File: src/rtl/cv32e40x_pkg.sv
// Shared register-file types used by the writeback buffer and its queue.
package cv32e40x_pkg;

  localparam int unsigned REGFILE_ADDR_WIDTH = 5;
  localparam int unsigned REGFILE_WORD_WIDTH = 32;

  typedef logic [REGFILE_ADDR_WIDTH-1:0] rf_addr_t;

  // One register-file write request: destination and data.
  typedef struct packed {
    rf_addr_t                      waddr;
    logic [REGFILE_WORD_WIDTH-1:0] wdata;
  } wb_req_t;

  // x0 is hardwired to zero; writes to it never reach the register file.
  function automatic logic is_x0(rf_addr_t addr);
    return (addr == '0);
  endfunction

endpackage

File: src/rtl/cv32e40x_wb_fifo.sv
// Side-result queue: power-of-two FIFO with wrap-bit pointers and
// per-entry address/valid outputs for operand hazard comparison.
module cv32e40x_wb_fifo
  import cv32e40x_pkg::*;
#(
  parameter int unsigned DEPTH = 2
) (
  input  logic     clk,
  input  logic     rst_n,
  input  logic     push_i,
  input  wb_req_t  push_data_i,
  input  logic     pop_i,
  output wb_req_t  head_o,
  output logic     full_o,
  output logic     empty_o,
  output rf_addr_t entry_addr_o  [DEPTH],
  output logic     entry_valid_o [DEPTH]
);

  localparam int unsigned IDX_W = (DEPTH > 1) ? $clog2(DEPTH) : 1;
  localparam int unsigned PTR_W = IDX_W + 1;

  logic [PTR_W-1:0] wptr_q, wptr_d;
  logic [PTR_W-1:0] rptr_q, rptr_d;
  logic [DEPTH-1:0] valid_q, valid_d;
  wb_req_t          mem_q [DEPTH];

  logic [IDX_W-1:0] widx;
  logic [IDX_W-1:0] ridx;

  assign widx = wptr_q[IDX_W-1:0];
  assign ridx = rptr_q[IDX_W-1:0];

  // Full when the wrap bits differ and the index bits match.
  assign full_o  = (wptr_q[PTR_W-1] != rptr_q[PTR_W-1]) &&
                   (wptr_q[IDX_W-1:0] == rptr_q[IDX_W-1:0]);
  assign empty_o = (wptr_q == rptr_q);
  assign head_o  = mem_q[ridx];

  // Next pointers and entry valid bits; push and pop never share a slot.
  always_comb begin
    wptr_d  = wptr_q;
    rptr_d  = rptr_q;
    valid_d = valid_q;
    if (push_i) begin
      wptr_d        = wptr_q + PTR_W'(1);
      valid_d[widx] = 1'b1;
    end
    if (pop_i) begin
      rptr_d        = rptr_q + PTR_W'(1);
      valid_d[ridx] = 1'b0;
    end
  end

  // Pointer and valid state; reset discards every entry in flight.
  always_ff @(posedge clk or negedge rst_n) begin
    if (!rst_n) begin
      wptr_q  <= '0;
      rptr_q  <= '0;
      valid_q <= '0;
    end else begin
      wptr_q  <= wptr_d;
      rptr_q  <= rptr_d;
      valid_q <= valid_d;
    end
  end

  // Entry payload storage; contents are qualified by valid_q.
  always_ff @(posedge clk) begin
    if (push_i) begin
      mem_q[widx] <= push_data_i;
    end
  end

  // Expose each slot's destination for the pending-write compare.
  always_comb begin
    for (int unsigned e = 0; e < DEPTH; e++) begin
      entry_addr_o[e]  = mem_q[e].waddr;
      entry_valid_o[e] = valid_q[e];
    end
  end

endmodule

File: src/rtl/cv32e40x_rf_wb_buffer.sv
// Register-file write port 0 arbiter: pipeline writeback has absolute
// priority, side results (coprocessor / late load) wait in a FIFO.
module cv32e40x_rf_wb_buffer
  import cv32e40x_pkg::*;
#(
  parameter int unsigned DEPTH = 2
) (
  input  logic                          clk,
  input  logic                          rst_n,
  input  logic                          wb_valid_i,
  input  rf_addr_t                      wb_waddr_i,
  input  logic [REGFILE_WORD_WIDTH-1:0] wb_wdata_i,
  input  logic                          xr_valid_i,
  output logic                          xr_ready_o,
  input  rf_addr_t                      xr_waddr_i,
  input  logic [REGFILE_WORD_WIDTH-1:0] xr_wdata_i,
  output logic                          rf_we_o,
  output rf_addr_t                      rf_waddr_o,
  output logic [REGFILE_WORD_WIDTH-1:0] rf_wdata_o,
  input  rf_addr_t                      pend_raddr_i [2],
  output logic                          pend_hit_o   [2],
  output logic                          empty_o
);

  logic     fifo_push;
  logic     fifo_pop;
  logic     fifo_full;
  logic     fifo_empty;
  wb_req_t  fifo_head;
  wb_req_t  xr_req;
  rf_addr_t entry_addr  [DEPTH];
  logic     entry_valid [DEPTH];

  logic                          rf_we_q,    rf_we_d;
  rf_addr_t                      rf_waddr_q, rf_waddr_d;
  logic [REGFILE_WORD_WIDTH-1:0] rf_wdata_q, rf_wdata_d;

  assign xr_req.waddr = xr_waddr_i;
  assign xr_req.wdata = xr_wdata_i;

  // Ready depends only on registered occupancy, so a same-cycle pop
  // does not open a slot until the following cycle.
  assign xr_ready_o = !fifo_full;
  assign fifo_push  = xr_valid_i && !fifo_full;
  assign fifo_pop   = !wb_valid_i && !fifo_empty;

  cv32e40x_wb_fifo #(
    .DEPTH (DEPTH)
  ) u_fifo (
    .clk           (clk),
    .rst_n         (rst_n),
    .push_i        (fifo_push),
    .push_data_i   (xr_req),
    .pop_i         (fifo_pop),
    .head_o        (fifo_head),
    .full_o        (fifo_full),
    .empty_o       (fifo_empty),
    .entry_addr_o  (entry_addr),
    .entry_valid_o (entry_valid)
  );

  // Select the source for the next write; x0 is consumed without a write.
  always_comb begin
    rf_we_d    = 1'b0;
    rf_waddr_d = rf_waddr_q;
    rf_wdata_d = rf_wdata_q;
    if (wb_valid_i) begin
      rf_we_d    = !is_x0(wb_waddr_i);
      rf_waddr_d = wb_waddr_i;
      rf_wdata_d = wb_wdata_i;
    end else if (fifo_pop) begin
      rf_we_d    = !is_x0(fifo_head.waddr);
      rf_waddr_d = fifo_head.waddr;
      rf_wdata_d = fifo_head.wdata;
    end
  end

  // Registered register-file write port.
  always_ff @(posedge clk or negedge rst_n) begin
    if (!rst_n) begin
      rf_we_q    <= 1'b0;
      rf_waddr_q <= '0;
      rf_wdata_q <= '0;
    end else begin
      rf_we_q    <= rf_we_d;
      rf_waddr_q <= rf_waddr_d;
      rf_wdata_q <= rf_wdata_d;
    end
  end

  assign rf_we_o    = rf_we_q;
  assign rf_waddr_o = rf_waddr_q;
  assign rf_wdata_o = rf_wdata_q;
  assign empty_o    = fifo_empty && !rf_we_q;

  // Flag operands whose register still has a write queued or in flight.
  always_comb begin
    for (int unsigned k = 0; k < 2; k++) begin
      pend_hit_o[k] = 1'b0;
      if (!is_x0(pend_raddr_i[k])) begin
        if (rf_we_q && (rf_waddr_q == pend_raddr_i[k])) begin
          pend_hit_o[k] = 1'b1;
        end
        for (int unsigned e = 0; e < DEPTH; e++) begin
          if (entry_valid[e] && (entry_addr[e] == pend_raddr_i[k])) begin
            pend_hit_o[k] = 1'b1;
          end
        end
      end
    end
  end

endmodule

File: config.mk
export PLATFORM = sky130hd
export DESIGN_NAME = cv32e40x_rf_wb_buffer
export DESIGN_NICKNAME = d
export VERILOG_FILES = /design/src/rtl/cv32e40x_pkg.sv /design/src/rtl/cv32e40x_wb_fifo.sv /design/src/rtl/cv32e40x_rf_wb_buffer.sv
export SDC_FILE = /design/constraint.sdc
export NUM_CORES = 1
export LEC_CHECK = 0
export ABC_CLOCK_PERIOD_IN_PS = 3040
export CORE_AREA = 10 10 103 142
export CTS_CLUSTER_SIZE = 28
export DETAILED_ROUTE_END_ITERATION = 10
export DIE_AREA = 0 0 113 152
export PLACE_DENSITY = 0.77
export RECOVER_POWER = 25
export SKIP_LAST_GASP = 1
export SYNTH_ARGS = -nofsm -noshare
export SYNTH_HDL_FRONTEND = slang
export SYNTH_SLANG_ARGS = --single-unit
File: constraint.sdc
create_clock -name clk -period 3.04 [get_ports clk]
set_input_delay 0.304 -clock clk [delete_from_list [all_inputs] [get_ports clk]]
set_output_delay 0.304 -clock clk [all_outputs]
set_load 0.02 [all_outputs]
# Word-level counts from Yosys, hierarchy flattened
# Memories as Yosys holds them, arrays and structs flattened.
# Index checks and enable logic that the tools add are counted.
dict set report classes {
  addsub 2
  multipliers 0
  div 0
  n_lt_le_gt_ge 4
  eq_ne 9
  shifts 0
  mux 22
  bitwise_logic 3
  reduce_logical 23
}
# operator n
set op_table {}
lappend op_table {{$mux 32} 2}
lappend op_table {{$eq 5x5->1} 6}
lappend op_table {{$logic_not 5->1} 4}
lappend op_table {{$mux 1} 14}
lappend op_table {{$logic_and 1x1->1} 12}
lappend op_table {{$mux 5} 2}
lappend op_table {{$logic_not 1->1} 6}
lappend op_table {{$add 2x1->2 const B} 2}
lappend op_table {{$lt 1x2->1 const B} 2}
lappend op_table {{$mux 2} 2}
lappend op_table {{$and 2x2->2} 1}
lappend op_table {{$demux 1 s1} 2}
lappend op_table {{$eq 2x2->1} 1}
lappend op_table {{$ge 1x1->1 const B} 2}
lappend op_table {{$not 2->2} 1}
lappend op_table {{$or 2x2->2} 1}
lappend op_table {{$reduce_bool 2->1} 1}
lappend op_table {{$eq 1x1->1} 1}
lappend op_table {{$ne 1x1->1} 1}
dict set report word_totals {
  regBits 44
  latch_bits 0
  ram_bits 74
  rom_bits 0
  inputBits 88
  out_inout_bits 42
  elab_cells 70
  mem_count 1
}
# name words word_bits read_ports rd_ports_with_merged_regs wr line
set memory_table {}
lappend memory_table {u_fifo.mem_q 2 37 3 0 1 cv32e40x_wb_fifo.sv:26} ;# wb_req_t mem_q [DEPTH];

# Logic depth before layout (Yosys ltp)
dict set report depth {
  word_depth 8
  depth_mapped 7
  depth_no_buf 4
}

# By module
# From an unflattened synthesis, not the netlist that was laid out.
dict set report unflattened {
  hier_cells 365
  hier_area_um2 5333.9
}
# mod instances cells_per_inst area_each_um2 seq_area_each_um2
set by_module_without_submodules {}
lappend by_module_without_submodules {cv32e40x_wb_fifo 1 146 3193.1 2372.3}
lappend by_module_without_submodules {cv32e40x_rf_wb_buffer 1 219 2140.8 950.9}

# Least setup slack after synthesis
# OpenSTA, ideal clock, no wires.
dict set report synth_timing {
  kind {register -> register}
  startpoint {register u_fifo.rptr_q[0]}
  endpoint {memory u_fifo.mem_q[1][0] in the netlist's numbering, enable pin}
  setup_ns 0.449
  arrival_time_ns 2.607
  t_required_ns 2.591
  setup_slack_ns -0.016
  path_stages_with_launch 4
  n_path_buf 2
  period_less_slack_ns 3.056
  cell_sequence {dfrtp_1 > buf_4 > buf_2 > a21oi_1}
}
dict set report synth_via {
  elab_chain_cells 6
}
# element line
set synth_rtl {}
lappend synth_rtl {{from (decl)} cv32e40x_wb_fifo.sv:24} ;# logic [PTR_W-1:0] rptr_q, rptr_d;
lappend synth_rtl {{from (signal assigned)} cv32e40x_wb_fifo.sv:63} ;# rptr_q <= rptr_d;
lappend synth_rtl {{$eq 1x1->1} cv32e40x_wb_fifo.sv:36} ;# (wptr_q[IDX_W-1:0] == rptr_q[IDX_W-1:0]);
lappend synth_rtl {{$logic_and 1x1->1} cv32e40x_wb_fifo.sv:35} ;# assign full_o = (wptr_q[PTR_W-1] != rptr_q[PTR_W-1]) &&
lappend synth_rtl {{$logic_not 1->1} cv32e40x_rf_wb_buffer.sv:44} ;# assign fifo_push = xr_valid_i && !fifo_full;
lappend synth_rtl {{$logic_and 1x1->1} cv32e40x_rf_wb_buffer.sv:44}
lappend synth_rtl {{$mux 1} cv32e40x_wb_fifo.sv:70} ;# if (push_i) begin
lappend synth_rtl {{$mux 1 (not written as such)} cv32e40x_wb_fifo.sv:71} ;# mem_q[widx] <= push_data_i;
lappend synth_rtl {{to (decl)} cv32e40x_wb_fifo.sv:26}
# Every way passes these cells.

==> out/metrics.yaml <==
power.switching_uw: 2490
die_w_um: 113
syn2layout_area_growth_pct: 37.6
worst_setup_path_end_kind: "output pin"
syn_area_um2: 5160
die_h_um: 152
whs_path_depth: 3
setup_viol: 0
initial_core_util_pct: 42.7
antenna_left: 0
swShare_pct: 34.5
finalSetupTns_ns: 0
synth-xor-area-share_pct: 6.26
grt_max_degree: 45
cp.arrival_ns: 2.30
io_pins: 130
gp_congestion: 0.861
worstMarginPinSlew_ns: 0.714
overflow: 0
synthDistinctLibCells: 30
syn_inst: 363
synth_fa_ha_area_share_pct: 0
drive_gt1_share_pct: 16.0
fillers: 987
synth-compound-area-share_pct: 5.36
p_per_area_nw_per_um2: 1020
holdPathEnd: "rf_wdata_o[27]"
utilization_pct: 58.8
finClkSkew_ns: 0.0116
first_pass_iters: 4
p_int_uw: 4740
grt_pass1_vias: 3865
cts_sinks: 118
antenna_found_initial: 3
reg2reg_from: "u_fifo.rptr_q[1]"
cts_tree: "done"
setup_slack_ns: 0.435
drv_cap: 0
rsz0062_at_grt: "no"
wl_mm: 12.7
cts_buffers: 17
vias: 3398
cp.required_ns: 2.74
portBuffers: 129
grt_pass1_wl_mm: 20.3
clockRootBuffer: "clkbuf_16"
synth_edf_count: 74
fmax_ghz: 0.384
hold_start: "wb_valid_i"
synth-seq-area-share_pct: 64.4
grt_usage_pct: 15.0
nets: 589
vias_per_cell: 5.09
synth.area.top_cells: "edfxtp_1 (43%), dfrtp_1 (21%), mux2_2 (7.2%)"
fin_crit_ns: 2.61
criticalPathCategory: "flop to output pin"
drt_iter0_drc: 144
drv_slew: 0
path_clk_slew_ns: 0.05
startpoint: "u_fifo.mem_q[0][34]"
clkPwrFrac_pct: 23.6
ys.flop_type: "edfxtp_1"
r2r_end: "u_fifo.rptr_q[1]"
num_rows: 48
post-place-ws_ns: 0.473
start_kind: "flop"
relSlewSlack_pct: 52.4
syn_avg_cell_area_um2: 14.2
reg2reg_slack_ns: 0.89
hp-class: "input pin to flop"
syn-num-nets: 451
r2r_cells: 5
synth_mux_area_share_pct: 14.4
clock_latency_ns: 0.40
finalHoldViolCount: 0
synth-simple-area-share_pct: 6.74
fp.coreArea_um2: 12100
cp_max_fo: 3
die_area_um2: 17200
synth_seq_cells: 118
outcome: "finished, final reports clean"
power_frac_comb_pct: 39.5
yosys_warnings: 0
post-dp-hpwl_mm: 9.24
fin_crit_sh_pct: 85.7
detail_route.drc_violations: 0
p_leak_uw: 0.00280
synth_top_area_share_pct: 43.1
yosys.area.top_type: "edfxtp_1"
max-vdd-ir-drop_mv: 0.623
synth-async-reset-ratio_pct: 37.3
detail_route.wl_per_cell_um: 19.0
synth_top_family_by_area: "multiplexers"
h-tree-depth: 4
cts_max_path_buffers: 2
p_seq_share_pct: 36.9
ctsResizeCount: 0
-- synth_stat cells (3+ instances only) --
cell type  count
edfxtp_1      74
dfrtp_1       44
nand2_1       41
mux2i_1       37
mux2_2        33
o21ai_1       33
xor2_1        28
clkbuf_1      10
nor2_1         7
xnor2_1        7
and2_1         6
nor4_1         6
buf_12         4
nor2_2         4
o21ai_0        4
o31ai_2        4
a21oi_1        3
or4_1          3
-- sequential cells by signal, summed over array words and instances, names as in the netlist --
name,count
rf_waddr_o,5
rf_wdata_o,32
rf_we_o,1
u_fifo.mem_q,74
u_fifo.rptr_q,2
u_fifo.valid_q,2
u_fifo.wptr_q,2
-- worst max-delay path, stage by stage, from the launching register on --
cell	delay, ns
edfxtp_1	0.45
xor2_1	0.19
nor4_1	0.32
a32oi_1	0.15
a21oi_1	0.16
clkdlybuf4s50_1	0.64
-- placed cells by master (no fill, tap or decap), types with 2 or more instances in the layout --
master / count
clkbuf_16: 17
o21ai_0: 4
nor4_1: 6
buf_2: 2
dlygate4sd3_1: 36
clkdlybuf4s50_1: 92
a21oi_1: 2
edfxtp_1: 74
clkinv_2: 5
xnor2_1: 7
buf_4: 6
nand2_1: 41
mux2i_1: 37
diode_2: 3
clkbuf_1: 5
nor2_1: 6
nor2_2: 4
xor2_1: 28
o31ai_2: 4
clkinvlp_4: 3
o21ai_1: 33
a32oi_1: 2
mux2_2: 33
nand3_1: 2
and2_1: 6
dfrtp_1: 43
or4_1: 3
-- timing repair --
item | 4_1_cts | 5_1_grt
buffers inserted | 0 | 0
hold endpoints to repair | 21 | 0
hold buffers | 1 | 0
-- layer usage --
layer  global-route usage [%]  up-vias  part of all wire (%)
met5                        0        -                     0
met4                     7.21        0                   2.3
met3                     4.45       19                   4.7
met2                     27.3       97                    56
met1                     14.9     1682                    37
li1                         -     1600                     -
-- worst max-delay path by stage --
stage / to
after floorplan: u_fifo.mem_q[0][0]
after detailed placement: pend_hit_o[0]
after global routing: pend_hit_o[1]
final: pend_hit_o[0]
after CTS: pend_hit_o[0]
after global placement: pend_hit_o[0]
-- metrics by stage --
stage	hold WS, ns	instances	total power (uW)	instance area, um^2
2_1_floorplan	0.00841	363	4690	5160
3_3_place_gp	0.322	631	5520	6570
3_5_place_dp	0.338	631	5600	6570
4_1_cts	0.379	664	7340	7090
5_1_grt	0.412	667	7640	7100
6_report	0.397	667	7230	7100
-- logic make-up (layout without fill, tap and decap cells) --
logic type	after synthesis	in the layout
AO/OA/AOI/OAI	47	47
XOR/XNOR	36	36
buffers and inverters	18	169
flip-flops	118	118
multiplexers	70	70
other	0	3
AND/OR/NAND/NOR	74	74
-- final cells by class --
type / count / area, um^2 / area share (%)
antenna: 3 / 7.51 / 0.106
clock buffer: 23 / 458 / 6.45
clock inverter: 9 / 56.3 / 0.793
multi-input combinational: 227 / 1710 / 24.1
sequential: 118 / 3320 / 46.8
tap: 150 / 188 / 2.64
timing repair buffer: 137 / 1360 / 19.1
-- power by group through the flow --
stage	Clock, uW	Combinational [uW]	Sequential [uW]
after global placement	0	2860	2670
after CTS	1740	2920	2680
after global routing	1820	3090	2740
final	1710	2850	2670
after detailed placement	0	2900	2700
after floorplan	0	1850	2840
Note: power is estimated with default switching activity, not from simulation.
